==> config.mk <==
export PLATFORM = sky130hd
export DESIGN_NAME = monitor_poll_sched
export DESIGN_NICKNAME = d
export VERILOG_FILES = /design/src/rtl/monitor_poll_sched.sv
export SDC_FILE = /design/constraint.sdc
export NUM_CORES = 1
export LEC_CHECK = 0
export ABC_AREA = 1
export BUFFER_PORTS_ARGS = -buffer_cell sky130_fd_sc_hd__buf_2
export CAP_MARGIN = 30
export CELL_PAD_IN_SITES_DETAIL_PLACEMENT = 2
export CELL_PAD_IN_SITES_GLOBAL_PLACEMENT = 2
export CORE_MARGIN = 5
export CORE_UTILIZATION = 26
export CTS_CLUSTER_DIAMETER = 120
export DETAILED_ROUTE_END_ITERATION = 7
export HOLD_SLACK_MARGIN = 0.05
export PLACE_DENSITY = 0.77
export SETUP_SLACK_MARGIN = 0.5
export SLEW_MARGIN = 20
export SYNTH_ARGS = -nofsm -noshare
export SYNTH_HDL_FRONTEND = slang
export SYNTH_SLANG_ARGS = --single-unit
==> constraint.sdc <==
create_clock -name sclk -period 2.1 [get_ports sclk]
set_input_delay 0.42 -clock sclk [delete_from_list [all_inputs] [get_ports sclk]]
set_output_delay 0.42 -clock sclk [all_outputs]
set_load 0.05 [all_outputs]
==> src/rtl/monitor_poll_sched.sv <==
// Poll scheduler: sends query frames to each monitored channel over the shared UART TX, tracks replies, retries and faults.
// Define MONITOR_POLL_CHKSUM_EN for 5-byte frames ending in a checksum; otherwise frames are 4 bytes.
module monitor_poll_sched #(
   parameter int unsigned CH_NUM      = 4,
   parameter logic [7:0]  ADDR_BASE   = 8'h10,
   parameter int unsigned POLL_PERIOD = 60000,
   parameter int unsigned RSP_TIMEOUT = 6000,
   parameter int unsigned MAX_RETRY   = 2
) (
   input  logic              sclk,
   input  logic              rst,
   input  logic              poll_en,
   input  logic              tx_rdy,
   output logic              tx_en,
   output logic [7:0]        tx_data,
   input  logic              rsp_valid,
   input  logic [7:0]        rsp_addr,
   input  logic [95:0]       rsp_data,
   output logic [95:0]       data_ov,
   output logic [3:0]        data_ch,
   output logic              data_upd,
   output logic [CH_NUM-1:0] ch_fault,
   output logic              busy,
   output logic              poll_overrun
);

`ifdef MONITOR_POLL_CHKSUM_EN
   localparam logic [2:0] LAST_IDX = 3'd4;
`else
   localparam logic [2:0] LAST_IDX = 3'd3;
`endif
   localparam int unsigned PW = $clog2(POLL_PERIOD);
   localparam int unsigned TW = $clog2(RSP_TIMEOUT);
   localparam int unsigned CW = (CH_NUM > 1) ? $clog2(CH_NUM) : 1;

   typedef enum logic [2:0] {IDLE, SEND, GUARD, WAIT_TX, WAIT_RSP, NEXT} state_t;

   state_t          state;
   logic [PW-1:0]   pcnt;
   logic [TW-1:0]   tcnt;
   logic [CW-1:0]   ch;
   logic [2:0]      retry;
   logic [2:0]      idx;
   logic            gcnt;
   logic            tick;
   logic [7:0]      addr;
   logic [7:0]      cs;
   logic [7:0]      frame_byte;
   logic            rsp_match;

   assign tick      = poll_en && (pcnt == PW'(POLL_PERIOD - 1));
   assign addr      = ADDR_BASE + 8'(ch);
   assign cs        = 8'hEB + 8'h90 + addr + 8'h01;
   assign rsp_match = rsp_valid && (rsp_addr == addr);

   // The byte strobe follows SEND directly so the UART sees it in the same cycle tx_rdy is qualified.
   assign tx_en   = (state == SEND) && tx_rdy;
   assign tx_data = tx_en ? frame_byte : '0;

   always_comb begin
      frame_byte = 8'hEB;
      case (idx)
         3'd0:    frame_byte = 8'hEB;
         3'd1:    frame_byte = 8'h90;
         3'd2:    frame_byte = addr;
         3'd3:    frame_byte = 8'h01;
         default: frame_byte = cs;
      endcase
   end

   always_ff @(posedge sclk) begin
      if (rst || !poll_en || tick) pcnt <= '0;
      else                         pcnt <= pcnt + 1'b1;
   end

   always_ff @(posedge sclk) begin
      if (rst) begin
         state        <= IDLE;
         ch           <= '0;
         retry        <= '0;
         idx          <= '0;
         gcnt         <= 1'b0;
         tcnt         <= '0;
         data_ov      <= '0;
         data_ch      <= '0;
         data_upd     <= 1'b0;
         ch_fault     <= '0;
         busy         <= 1'b0;
         poll_overrun <= 1'b0;
      end else begin
         data_upd <= 1'b0;
         if (tick && state != IDLE) poll_overrun <= 1'b1;
         case (state)
            IDLE: if (tick) begin
               state <= SEND;
               ch    <= '0;
               retry <= '0;
               idx   <= '0;
               busy  <= 1'b1;
            end
            SEND: if (tx_rdy) begin
               gcnt  <= 1'b0;
               state <= GUARD;
            end
            GUARD: begin
               gcnt <= 1'b1;
               if (gcnt) state <= WAIT_TX;
            end
            WAIT_TX: if (tx_rdy) begin
               if (idx == LAST_IDX) begin
                  tcnt  <= '0;
                  state <= WAIT_RSP;
               end else begin
                  idx   <= idx + 1'b1;
                  state <= SEND;
               end
            end
            WAIT_RSP: begin
               tcnt <= tcnt + 1'b1;
               // A matching reply on the timeout cycle takes priority over retry/fault.
               if (rsp_match) begin
                  data_ov      <= rsp_data;
                  data_ch      <= 4'(ch);
                  data_upd     <= 1'b1;
                  ch_fault[ch] <= 1'b0;
                  state        <= NEXT;
               end else if (tcnt == TW'(RSP_TIMEOUT - 1)) begin
                  if (retry < 3'(MAX_RETRY)) begin
                     retry <= retry + 1'b1;
                     idx   <= '0;
                     state <= SEND;
                  end else begin
                     ch_fault[ch] <= 1'b1;
                     state        <= NEXT;
                  end
               end
            end
            NEXT: begin
               retry <= '0;
               idx   <= '0;
               if (ch == CW'(CH_NUM - 1) || !poll_en) begin
                  ch    <= '0;
                  busy  <= 1'b0;
                  state <= IDLE;
               end else begin
                  ch    <= ch + 1'b1;
                  state <= SEND;
               end
            end
            default: begin
               busy  <= 1'b0;
               state <= IDLE;
            end
         endcase
      end
   end

endmodule

After elaboration in Yosys (flattened, before gate mapping). Cells that the tools add are included. W data, S select, Z words.

Register bits: 146. Word-level logic and storage cells: 122. Input bits: 109.

Reduce and logical (&&, ||, !) cells: 29. Add/subtract/negate cells: 8. Mux-type cells: 40. Bitwise logic cells: 5. $lt $le $gt $ge: 3. Eq/ne operators: 24.

Operators by type and width (number): $mux W3 (17); $pmux W8 S4 (1); $mux W13 (2); $pmux W13 S2 (1); $ne A2 B2 Y1 const B (11); $pmux W3 S6 (1); $add A16 B1 Y16 const B (1); $eq A16 B16 Y1 const B (1); $add A13 B1 Y13 const B (1); $eq A13 B13 Y1 const B (1); $eq A3 B2 Y1 const B (4); $mux W4 (3); $pmux W3 S4 (1); $reduce_and A5 Y1 (2); $pmux W3 S3 (1); $reduce_and A3 Y1 (3); $add A7 B6 Y8 const A (1); $add A8 B1 Y8 const B (1); $eq A8 B6 Y1 (1); $mux W8 (1); $reduce_bool A2 Y1 (4); $reduce_and A7 Y1 (1); $add A3 B1 Y3 const B (2); $add A5 B2 Y6 const A (1); 27 further kinds (46).

Logic depth before layout (Yosys ltp). Gate-level depths: netlist (run 1).

Depth in word-level cells: 8. Mapped depth: 12. Mapped depth without buffers: 11.

Worst setup path after synthesis (run 1). OpenSTA, ideal clock, no wires.

Kind: reg2out. Start: register state[0]. End: output port tx_data[1]. Cell stages (with the launch flop): 8. Arrival: 2.725 ns. Path slack: -1.045 ns. Data required time: 1.680 ns. Cell sequence: dfxtp_1 buf_2 nand3_1 nor2_1 inv_1 nor2_1 a21oi_1 inv_1.

Word-level cells in the longest chain between the ends: 3.

Ends and longest elaborated chain: from (decl) (RTL line 38) `state_t state;`; from (signal assigned) (RTL line 78) `state <= IDLE;`; from (signal assigned) (RTL line 95) `state <= SEND;`; from (signal assigned) (RTL line 103) `state <= GUARD;`; $eq A3 B1 Y1 (RTL line 57) `assign tx_en = (state == SEND) && tx_rdy;`; $logic_and A1 B1 Y1 (RTL line 57); net tx_en (RTL line 14) `output logic tx_en,`; $mux W8 (RTL line 58) `assign tx_data = tx_en ? frame_byte : '0;`; to (decl) (RTL line 15) `output logic [7:0] tx_data,`.

The timed path passes the listed nets, and every way through them passes these cells.

Worst setup path after layout (run 1).
Start: register state[2]. End: output port tx_data[4].

Word-level cells in the longest chain between the ends: 3.

Ends and longest elaborated chain (RTL line): $eq A3 B1 Y1 (57); $logic_and A1 B1 Y1 (57); $mux W8 (58).

No other way between the ends.

==> results of run 1 <==
-- what timing repair did --
action | CTS | global route
setup buffers | 22 | 27
cloned | 6 | 16
endpoints found under the setup margin | 150 | 149
pin swaps | 16 | 99
hold buffers | 0 | 0
gates resized for setup | 111 | 359
-- layer usage --
layer,wire length (µm),vias to the layer above,share of wire,track usage
met3,2090,38,0.065,0.0686
met4,487,2,0.015,0.0510
li1,-,3349,-,-
met1,12200,3592,0.38,0.217
met2,17400,211,0.54,0.354
met5,14,-,0.00043,0
-- power groups by stage --
stage          clock (mW)  sequential [mW]  combinational [mW]
5_1_grt              3.28             2.98                2.46
2_1_floorplan           0             3.00               0.975
4_1_cts              3.11             2.96                1.76
3_5_place_dp            0             3.03                1.39
3_3_place_gp            0             3.02                1.36
6_report             3.08             2.97                2.30
-- how the worst max path moves through the flow --
stage               slack (ns)        start          end
floorplan                -0.09     state[0]   tx_data[1]
global placement          0.24       tx_rdy   tx_data[1]
detailed placement        0.13  rsp_addr[0]  data_ov[92]
CTS                       0.02       idx[0]   tx_data[1]
global route             -0.11     state[2]   tx_data[4]
finish                   -0.04     state[2]   tx_data[4]
-- metrics by stage --
step | util | power (mW) | setup slack, ns | hold WS [ns] | std cells
6_report | 0.450 | 8.35 | -0.0403 | 0.194 | 1482
5_1_grt | 0.450 | 8.72 | -0.112 | 0.180 | 1481
4_1_cts | 0.381 | 7.82 | 0.0224 | 0.188 | 1438
3_5_place_dp | 0.327 | 4.42 | 0.130 | 0.442 | 1378
3_3_place_gp | 0.327 | 4.38 | 0.241 | 0.432 | 1378
2_1_floorplan | - | 3.97 | -0.0866 | 0.418 | 859
-- worst max-delay path: cells and delay by family, from the launching register on --
kind	cells	cell delay, ns
flops	1	0.35
simple gates	3	0.37
buf+inv	4	0.58
-- logic make-up after synthesis --
family                   share of synthesized area
flip-flops                                   0.469
XOR/XNOR                                   0.00844
AND/OR/NAND/NOR                              0.286
buffers and inverters                       0.0822
adder cells (fa/ha/maj)                     0.0241
AO/OA/AOI/OAI                                0.129
other                                     0.000602
-- state kept, by name (all words and copies together) (netlist names), 2 cells and up, named ones only --
| signal | cells |
|---|---|
| retry | 3 |
| tcnt | 13 |
| ch | 2 |
| data_ov | 96 |
| data_ch | 2 |
| idx | 3 |
| state | 3 |
| pcnt | 16 |
-- cell usage after synthesis, types with 3 or more instances --
library cell    n
a21oi_1        29
buf_2           4
buf_4           3
buf_6          14
clkbuf_1       18
dfxtp_1       146
ha_1           12
inv_1          56
inv_2           8
nand2_1        97
nand2_2         3
nand3_1        39
nand4_1        12
nor2_1        263
nor2_2          3
nor3_1         10
nor3b_1         3
o21a_1          3
o21ai_0       103
o21ai_1         6
o21bai_1        3
xor2_1          5
-- final cells by class --
cell class | instances | area [µm²] | area share
sequential | 146 | 2960 | 0.280
antenna | 1 | 2.50 | 0.000236
timing repair inverter | 1 | 30.0 | 0.00284
inverter | 64 | 305 | 0.0288
tap | 319 | 399 | 0.0377
clock buffer | 18 | 439 | 0.0415
clock inverter | 14 | 136 | 0.0129
timing repair buffer | 310 | 2440 | 0.231
multi-input combinational | 609 | 3870 | 0.366
==> results_dict.tcl, run 1 <==
set metrics [dict create \
    status "finished, violations left" \
    violations "setup timing" \
    crit_chain "inv_4, nand3_4, nor2_4, clkinvlp_4, buf_12, nor2_2, buf_6" \
    timing.final.ws_setup_ns -0.0403 \
    viasPerCell 4.85 \
    drt-initial-drc-count 245 \
    p_per_area_mw_per_mm2 788 \
    antenna_found_initial 1 \
    num-fill-cells 2604 \
    nets 1270 \
    maxSlewViolCount 0 \
    antenna_left 0 \
    layout.cells.most_common "buf_2" \
    switchingPower_mw 3.03 \
    clk-insertion-delay-late_ns 0.44 \
    p_seq_frac 0.356 \
    cts_max_level 4 \
    synth_flop_cell "dfxtp_1" \
    path_max_fanout 5 \
    grt_usage 0.195 \
    setup_viol 4 \
    firstDrtPassIters 4 \
    ys_warn_count 0 \
    reg2reg_depth 14 \
    cts_tree "done" \
    vdd_drop_max_uv 469 \
    core_area_mm2 0.0235 \
    clk_path_buf_depth 2 \
    portBuffers 222 \
    fin_setup_tns_ns -0.107 \
    final_hold_viol_count 0 \
    fin_crit_sh 1.02 \
    synth_top_area_cell "dfxtp_1" \
    syn-instance-count 858 \
    p_leak_nw 4.67 \
    tightest_slew_ns 0.537 \
    cts_made_buffers 17 \
    num_vias 7192 \
    rrSetupSlack_ns 0.11 \
    min_period_ns 2.14 \
    slowest_delay_ns 0.35 \
    syn-cell-area_mm2 0.00623 \
    worstSetupPathType "register to output port" \
    initial_core_util 0.265 \
    relSlewSlack 0.640 \
    p_int_mw 5.32 \
    slowest_stage "dfxtp_4" \
    grt_max_degree 51 \
    holdPathStages 3 \
    grt.overflow.total 0 \
    final_area_mm2 0.0106 \
    r2r-end "data_ov[46]" \
    ioPinCount 225 \
    synth_edf_count 0 \
    ys_types 35 \
    p_sw_frac 0.363 \
    rows 56 \
    ys_seq_elements 146 \
    final_layout_size_suffix_gt1_frac 0.514 \
    final_cell_mix "buf_2, nor2_1, dfxtp_1" \
    rsz0062_at_grt "true" \
    first_global_vias 7593 \
    critPathRequiredTime_ns 1.68 \
    drcViolationCount 0 \
    cap_violations 0 \
    fmaxAchievable_mhz 467 \
    hold_path.class "input pin to register" \
    holdPathEnd "data_ov[0]" \
    cts.sinks 146 \
    die_h_um 165 \
    arrival_ns 1.72 \
    die-width_um 165 \
    hpwl_um 17300 \
    fin_skew_ns 0.0132 \
    die-area_mm2 0.0271 \
    clkTransAtPathRegs_ns 0.08 \
    min-delay-start "rsp_data[0]" \
    endpoint_kind "output port" \
    dpl-instance-area_mm2 0.00770 \
    area_delta_synth_final_pct 70.1 \
    gp_congestion 0.759 \
    wire_per_inst_um 21.7 \
    combPwrFrac 0.275 \
    avgSynthCellArea_um2 7.26 \
    netlist_top_cells_area "dfxtp_1, nor2_1, o21ai_0, nand2_1, inv_1" \
    drt-total-wl_um 32200 \
    clockRootBuffer "clkbuf_16" \
    grt_pass1_wl_um 41400 \
    r2r-start "ch[0]" \
    yosysSeqAreaShare 0.469 \
    yosysTopAreaCellShare 0.469 \
    cp-start-kind "register" \
    async_reset_ff_frac 0 \
    clkPwrFrac 0.369 \
]
(Power assumes the default switching activity.)
==> inputs of run 2 (changes only) <==
CORE_ASPECT_RATIO = 0.75   (was default)
PLACE_DENSITY = default   (was 0.77)
PLACE_DENSITY_LB_ADDON = 0.05   (was default)
==> run 2 against run 1 <==
The run still ends with setup timing left. Non-clock buffer count up 31. Setup slack worse by 0.025 ns. Wire length grew 4.8%. Clock power fell by 2%. Maximum frequency decreased by 1.1%. Combinational power increased by 9.1%. Via count is 1.2% higher. Register-to-register slack better by 0.10 ns. Global-route usage rose by 2.7 points. Worst hold slack better by 0.0016 ns. Clock skew down 0.0022 ns. First-iteration DRC count is 20% lower.
==> results_dict.tcl, run 2 (synthesis gave the netlist of run 1 again) <==
set metrics [dict create \
    vdd_drop_max_uv 564 \
    first_global_vias 7945 \
    path_max_fanout 6 \
    viasPerCell 4.85 \
    instances_no_fill 1500 \
    grt.overflow.total 0 \
    cts_max_level 4 \
    ioPinCount 225 \
    setup_viol 6 \
    antenna_found_initial 9 \
    arrival_ns 1.75 \
    fmaxAchievable_mhz 462 \
    core_area_mm2 0.0238 \
    dp_cells 1363 \
    cts.sinks 146 \
    gp_congestion 0.736 \
    num_vias 7278 \
    critPathRequiredTime_ns 1.68 \
    wire_per_inst_um 22.5 \
    die-width_um 189 \
    drcViolationCount 0 \
    maxSlewViolCount 0 \
    grt_pass1_wl_um 46300 \
    p_per_area_mw_per_mm2 750 \
    fin_crit_sh 1.03 \
    largest_register_ffs 96 \
    violations "setup timing" \
    worstSetupPathType "register to output port" \
    timing.final.ws_setup_ns -0.0652 \
    area_delta_synth_final_pct 82.5 \
    final_cell_mix "buf_2, nor2_1, dfxtp_1" \
    rows 49 \
    crit_path_frequent_cell "nor2_4" \
    hold_path.class "input pin to register" \
    crit_chain "inv_4, nand3_4, nor2_4, clkinvlp_4, buf_6, nor2_4, buf_8" \
    portBuffers 222 \
    clk-insertion-delay-late_ns 0.44 \
    utilization 0.478 \
    fin_skew_ns 0.0110 \
    die_h_um 144 \
    slowest_stage "dfxtp_4" \
    grt_max_degree 69 \
    cts_tree "done" \
    initial_core_util 0.262 \
    die-area_mm2 0.0272 \
    p_leak_nw 5.04 \
    ctsHoldBuffers 0 \
    cp-start-kind "register" \
    rsz0062_at_grt "true" \
    antenna_left 0 \
    firstDrtPassIters 5 \
    top_regs "data_ov x96, pcnt x16, tcnt x13" \
    dp_slack_ns 0.150 \
    drt-total-wl_um 33800 \
    endpoint_kind "output port" \
    final_layout_size_suffix_gt1_frac 0.529 \
    nets 1300 \
    num-fill-cells 2543 \
    cts_made_buffers 17 \
    clockRootBuffer "clkbuf_16" \
    final_hold_viol_count 0 \
    clk_path_buf_depth 2 \
    top_register "data_ov" \
    layout.cells.most_common "buf_2" \
    slowest_delay_ns 0.35 \
    clkTransAtPathRegs_ns 0.07 \
    cap_violations 0 \
    grt_usage 0.222 \
    status "finished, violations left" \
    hpwl_um 17500 \
    min_period_ns 2.17 \
    drt-initial-drc-count 197 \
]
## run 2: cell types whose count changed in the layout (fill, tap and decap cells not counted), moves of 24 or more
cell,before,now
o21ai_1,6,30
o21ai_2,77,27
o21ai_0,21,45
nor2_1,180,156
nor2_2,43,17
nor2_4,44,94
## run 2: what timing repair did
item | in CTS | in global routing
gates cloned | 26 | 3
pin swaps | 39 | 77
endpoints found under the setup margin | 153 | 152
setup buffers | 50 | 24
resized for setup | 258 | 251
## run 2: per-stage QoR
step / power (mW) / hold slack, ns / cell area (µm²) / TNS (ns)
floorplan: 3.97 / 0.418 / 6300 / -0.156
global placement: 4.43 / 0.433 / 7710 / 0
detailed placement: 4.45 / 0.446 / 7710 / 0
CTS: 7.83 / 0.191 / 10200 / 0
global route: 8.88 / 0.200 / 11400 / -0.758
finish: 8.52 / 0.196 / 11400 / -0.159
## run 2: worst max-delay path, delay by kind of cell, from the launching register on
kind | cells | cell delay [ns]
flops | 1 | 0.35
buf+inv | 4 | 0.64
simple gates | 3 | 0.31
## run 2: worst paths after layout
path,end,from,depth (start not counted),slack [ns]
min,data_ov[69],rsp_data[69],3,0.20
max,tx_data[4],state[2],7,-0.07
max reg2reg,data_ov[21],ch[1],13,0.21
min reg2reg,pcnt[0],pcnt[0],1,0.44
## run 2: final cells by class
cell class / instances / area [µm²] / area share
Clock inverter: 13 / 113 / 0.00991
Multi-Input combinational cell: 609 / 4120 / 0.363
Clock buffer: 19 / 443 / 0.0390
Antenna cell: 2 / 5.00 / 0.000440
Sequential cell: 146 / 2970 / 0.261
Tap cell: 306 / 383 / 0.0337
Timing Repair Buffer: 341 / 3040 / 0.268
Inverter: 64 / 289 / 0.0254
## run 2: per-layer routing
| metal | vias to the layer above | global-route usage | share of wire |
|---|---|---|---|
| li1 | 3412 | - | - |
| met2 | 167 | 0.391 | 0.52 |
| met4 | 14 | 0.0552 | 0.017 |
| met1 | 3631 | 0.265 | 0.41 |
| met5 | - | 0 | 0.0032 |
| met3 | 54 | 0.0758 | 0.049 |
## run 2: report_power, final
part	leakage, nW	switching, mW	internal (mW)	total (mW)
logic	3.58	1.59	0.923	2.51
registers	1.19	0.102	2.87	2.98
clock network	0.274	1.37	1.66	3.03
